$ cat src/rtl/hazard_ctrl.sv
// Hazard unit for a 5-stage pipeline: operand forwarding, load-use and branch
// stalls, and the multi-cycle multiply/divide stall, with its own M/W shadow state.
module hazard_ctrl #(
    parameter int MD_LATENCY = 4
) (
    input  logic       clk,
    input  logic       rst_n,
    input  logic [4:0] RsD,
    input  logic [4:0] RtD,
    input  logic       BranchD,
    input  logic [4:0] RsE,
    input  logic [4:0] RtE,
    input  logic [4:0] WriteRegE,
    input  logic       RegWriteE,
    input  logic       MemtoRegE,
    input  logic       MdStartE,
    output logic [1:0] ForwardAE,
    output logic [1:0] ForwardBE,
    output logic       ForwardAD,
    output logic       ForwardBD,
    output logic       StallF,
    output logic       StallD,
    output logic       StallE,
    output logic       FlushE,
    output logic       MdBusy
);

    localparam logic [3:0] MD_LAST = 4'(MD_LATENCY - 1);

    logic       regwrite_m_q, regwrite_m_d;
    logic       memtoreg_m_q, memtoreg_m_d;
    logic [4:0] writereg_m_q, writereg_m_d;
    logic       regwrite_w_q, regwrite_w_d;
    logic [4:0] writereg_w_q, writereg_w_d;
    logic [3:0] mdcnt_q, mdcnt_d;

    logic mdstall;
    logic lwstall;
    logic branchstall;
    logic e_hits_d;
    logic m_hits_d;

    // mdcnt counts cycles already spent in Execute; the final cycle does not stall.
    always_comb begin
        mdstall = 1'b0;
        mdcnt_d = 4'd0;
        if (MdStartE && (mdcnt_q < MD_LAST)) begin
            mdstall = 1'b1;
            mdcnt_d = mdcnt_q + 4'd1;
        end
    end

    always_comb begin
        regwrite_w_d = regwrite_m_q;
        writereg_w_d = writereg_m_q;
        regwrite_m_d = RegWriteE;
        memtoreg_m_d = MemtoRegE;
        writereg_m_d = WriteRegE;
        if (mdstall) begin
            regwrite_m_d = 1'b0;
            memtoreg_m_d = 1'b0;
            writereg_m_d = 5'd0;
        end
    end

    always_ff @(posedge clk or negedge rst_n) begin
        if (!rst_n) begin
            regwrite_m_q <= 1'b0;
            memtoreg_m_q <= 1'b0;
            writereg_m_q <= 5'd0;
            regwrite_w_q <= 1'b0;
            writereg_w_q <= 5'd0;
            mdcnt_q      <= 4'd0;
        end else begin
            regwrite_m_q <= regwrite_m_d;
            memtoreg_m_q <= memtoreg_m_d;
            writereg_m_q <= writereg_m_d;
            regwrite_w_q <= regwrite_w_d;
            writereg_w_q <= writereg_w_d;
            mdcnt_q      <= mdcnt_d;
        end
    end

    always_comb begin
        ForwardAE = 2'b00;
        if ((RsE != 5'd0) && regwrite_m_q && (RsE == writereg_m_q))
            ForwardAE = 2'b10;
        else if ((RsE != 5'd0) && regwrite_w_q && (RsE == writereg_w_q))
            ForwardAE = 2'b01;

        ForwardBE = 2'b00;
        if ((RtE != 5'd0) && regwrite_m_q && (RtE == writereg_m_q))
            ForwardBE = 2'b10;
        else if ((RtE != 5'd0) && regwrite_w_q && (RtE == writereg_w_q))
            ForwardBE = 2'b01;
    end

    assign ForwardAD = (RsD != 5'd0) && regwrite_m_q && (RsD == writereg_m_q);
    assign ForwardBD = (RtD != 5'd0) && regwrite_m_q && (RtD == writereg_m_q);

    // A branch resolves in Decode, so it must wait on an ALU result still in
    // Execute and on a load result still in Memory.
    assign e_hits_d = (WriteRegE != 5'd0) && ((WriteRegE == RsD) || (WriteRegE == RtD));
    assign m_hits_d = (writereg_m_q != 5'd0) &&
                      ((writereg_m_q == RsD) || (writereg_m_q == RtD));

    assign lwstall     = MemtoRegE && RegWriteE && e_hits_d;
    assign branchstall = BranchD && ((RegWriteE && e_hits_d) || (memtoreg_m_q && m_hits_d));

    assign StallF = lwstall | branchstall | mdstall;
    assign StallD = lwstall | branchstall | mdstall;
    assign StallE = mdstall;
    assign FlushE = (lwstall | branchstall) & ~mdstall;
    assign MdBusy = (mdcnt_q != 4'd0);

endmodule

$ cat config.mk
export PLATFORM = sky130hd
export DESIGN_NAME = hazard_ctrl
export DESIGN_NICKNAME = d
export VERILOG_FILES = /design/src/rtl/hazard_ctrl.sv
export SDC_FILE = /design/constraint.sdc
export NUM_CORES = 1
export LEC_CHECK = 0
export ABC_AREA = 1
export CAP_MARGIN = 20
export CELL_PAD_IN_SITES_DETAIL_PLACEMENT = 2
export CELL_PAD_IN_SITES_GLOBAL_PLACEMENT = 2
export CORE_MARGIN = 8
export CORE_UTILIZATION = 24
export DETAILED_ROUTE_END_ITERATION = 10
export PLACE_DENSITY_LB_ADDON = 0.15
export SYNTH_ARGS = -nofsm -noshare
export SYNTH_HDL_FRONTEND = slang
export SYNTH_SLANG_ARGS = --single-unit
$ cat constraint.sdc
create_clock -name clk -period 2.1 [get_ports clk]
set_input_delay 0.42 -clock clk [delete_from_list [all_inputs] [get_ports clk]]
set_output_delay 0.42 -clock clk [all_outputs]
set_load 0.01 [all_outputs]
==> out/results.ini <==
[status]
outcome = completed

[floorplan]
start_util_pct = 24.51
fp-row-count = 27
io_pins = 42
die_area_um2 = 8154
die_x_um = 90.30
die-height_um = 90.30
core_area_um2 = 5405

[placement]
gp_congestion = 0.8075
placed_area_um2 = 2032
placedCellCount = 346
io_buffers = 41
dpl_worst_slack_ns = -0.6436
hpwl_um = 4343

[setup_path]
cp_cell_sequence = ha_1 > nor4_4 > buf_6 > buf_6 > a21oi_1 > buf_2
r2r_start = mdcnt_q[0]
reg2reg_to = writereg_m_q[1]
crit_end = FlushE
crit_top_cell = buf_6
cpLargestDelayFamily = buffers and inverters
cp.arrival_ns = 1.58
crit_fanout = 8
slowest_delay_ns = 0.39
worst-r2r-cell-count = 5
slowest_stage = dfrtp_1
reg2reg_setup_slack_ns = 0.77
criticalPathCategory = flip-flop to output pin
startpoint_type = flip-flop
cp_num_buf_inv = 3
crit_start = mdcnt_q[0]
path_depth = 6
crit_required_ns = 1.68
crit_path_end_kind = output pin

[routing]
post_drt_via_cell_ratio = 4.367
drtPass1Iterations = 4
drtIter0Drc = 30
wl_um = 5419
drc_errors = 0
antenna_left = 0
wire_per_inst_um = 15.31
vias = 1546

[synth]
yosysMostFrequentCell = nand2_1
ys_async_sr_fraction_pct = 100.0
ys_ff_latch = 17
synth_area_leaders = dfrtp_1 (32%), nand2_1 (19%), inv_1 (9.9%)
synthXorXnorAreaFrac_pct = 7.932
synthAdderAreaFrac_pct = 1.889
syn-cell-area_um2 = 1325
synth_cell_types = 23
yosys.area.top_type = dfrtp_1
ys_seq_area_share_pct = 32.11
yosys.area.top_type_share_pct = 32.11
synth-main-ff-cell = dfrtp_1
synthCells = 205
synth.cells.most_frequent = nand2_1 (66), inv_1 (35), nor2_1 (24)
synth_compound_area_share_pct = 7.177
yosys.area_share.simple_pct = 37.58
synth_top_family_by_area = simple AND/OR/NAND/NOR gates
syn_area_per_cell_um2 = 6.464
synth_enable_flop_cells = 0
yosysWarningCount = 0
synth.area.mux_share_pct = 0

[clock_tree]
insertion_delay_ns = 0.25
htreeDepth = 1
clk_pin_slew_worst_paths_ns = 0.07
clockBufferDepth = 2
clock_sinks = 17
cts_buffers = 3
cts_tree = yes
cts_root_buffer = clkbuf_8

[timing]
rsz0062_at_grt = true
fmax_mhz = 499.4
finalCritPeriodShare_pct = 95.36
hold_viol = 0
fin_skew_ns = 0.003025
setup_viol = 0
post-route-min-period_ns = 2.002
layout_setup_ws_ns = 0.09752
slew_viol_final = 0
whs_ns = 0.4256

[layout]
diodes = 0
final_area_um2 = 2116
layout.cells.non_filler = 354
drive_gt1_share_pct = 28.01
num-nets-final = 316
area_growth_pct = 59.68
multi_input_area_um2 = 787.0
nFillCells = 673
regArea_um2 = 429.2

[global_route]
antenna_found_initial = 0
grt_overflow_total = 0
grt_pass1_wl_um = 9018
track_usage_pct = 13.31
grt_max_degree = 18
grt_pass1_vias = 1767

[pwr]
p_per_area_nw_per_um2 = 438.8
leakage_nw = 1.152
ir_drop_mv = 0.3324
power_mw = 0.9284

[hold_path]
hp-start = regwrite_m_q
hold_path.class = flip-flop to flip-flop

[run]
cap_violations = 0

kinds of logic (layout without fill, tap and decap cells):
group / after synthesis / in the layout
simple gates: 114 / 114
buf+inv: 43 / 119
flops: 17 / 17
compound gates: 16 / 16
xor+xnor: 12 / 12
fa+ha+maj: 2 / 2
other cells: 1 / 2
where the power goes:
part / leakage (nW) / internal [mW] / switching, mW
registers: 0.203 / 0.347 / 0.0203
logic: 0.923 / 0.150 / 0.165
clock network: 0.0255 / 0.132 / 0.114
total: 1.15 / 0.629 / 0.299
metal layers:
metal | GRT usage [%] | part of all wire, % | vias to the layer above | routed length [µm]
met5 | 0 | 0 | - | 0
met4 | 1.110 | 0.50 | 0 | 27
met3 | 2.577 | 3.2 | 2 | 174
met2 | 24.29 | 52 | 24 | 2804
met1 | 16.19 | 44 | 742 | 2411
li1 | - | - | 778 | -
per-stage QoR:
| step | TNS (ns) | utilization, % |
|---|---|---|
| after global placement | -4.696 | 37.59 |
| after CTS | 0 | 38.94 |
| after floorplan | 0 | - |
| final | 0 | 39.14 |
| after detailed placement | -4.900 | 37.59 |
| after global routing | -0.04766 | 39.14 |
worst min path at each step:
stage               cells past startpoint      endpoint
finish                                  0  regwrite_w_q
global route                            0  regwrite_w_q
detailed placement                      0  regwrite_w_q
CTS                                     0  regwrite_w_q
floorplan                               0    mdcnt_q[0]
global placement                        0  regwrite_w_q
placed cells by master (no fill, tap or decap), types with 2 or more instances in the layout:
cell type        instances
clkdlybuf4s50_1          7
xnor2_1                  5
nor2_2                   4
xor2_1                   4
buf_6                    3
buf_2                    6
o211ai_1                 3
ha_1                     2
clkbuf_2                 3
nor2_1                  22
a21oi_1                  4
nand4_1                  3
inv_2                   11
o21ai_0                  3
conb_1                   2
nor3_2                   5
buf_4                   30
nand2_2                  2
dfrtp_2                  3
nand3_1                  8
nor4_1                   2
nand3_2                  2
clkbuf_8                 3
xnor2_2                  3
dfrtp_1                 14
dlygate4sd2_1           25
o22ai_1                  2
inv_1                   29
nand2_1                 64
a211oi_1                 2
repair_timing:
action	4_1_cts	5_1_grt
pin swaps	8	6
resized for setup	73	11
hold buffers	0	0
setup endpoints to repair	10	9
hold endpoints to repair	0	0
buffers inserted	3	1
state kept, by name (all words and copies together), names as in the netlist:
signal / flops
regwrite_m_q: 1
memtoreg_m_q: 1
writereg_m_q: 5
writereg_w_q: 5
mdcnt_q: 4
regwrite_w_q: 1
area by class of cell:
class | count | share of cell area [%]
clock buffers | 3 | 1.952
well taps | 72 | 4.258
repair buffers | 75 | 28.98
inverters | 40 | 7.096
clock inverters | 1 | 0.2365
flip-flops and latches | 17 | 20.28
multi-input cells | 146 | 37.20
No activity file was read; power rests on OpenSTA's default activity.
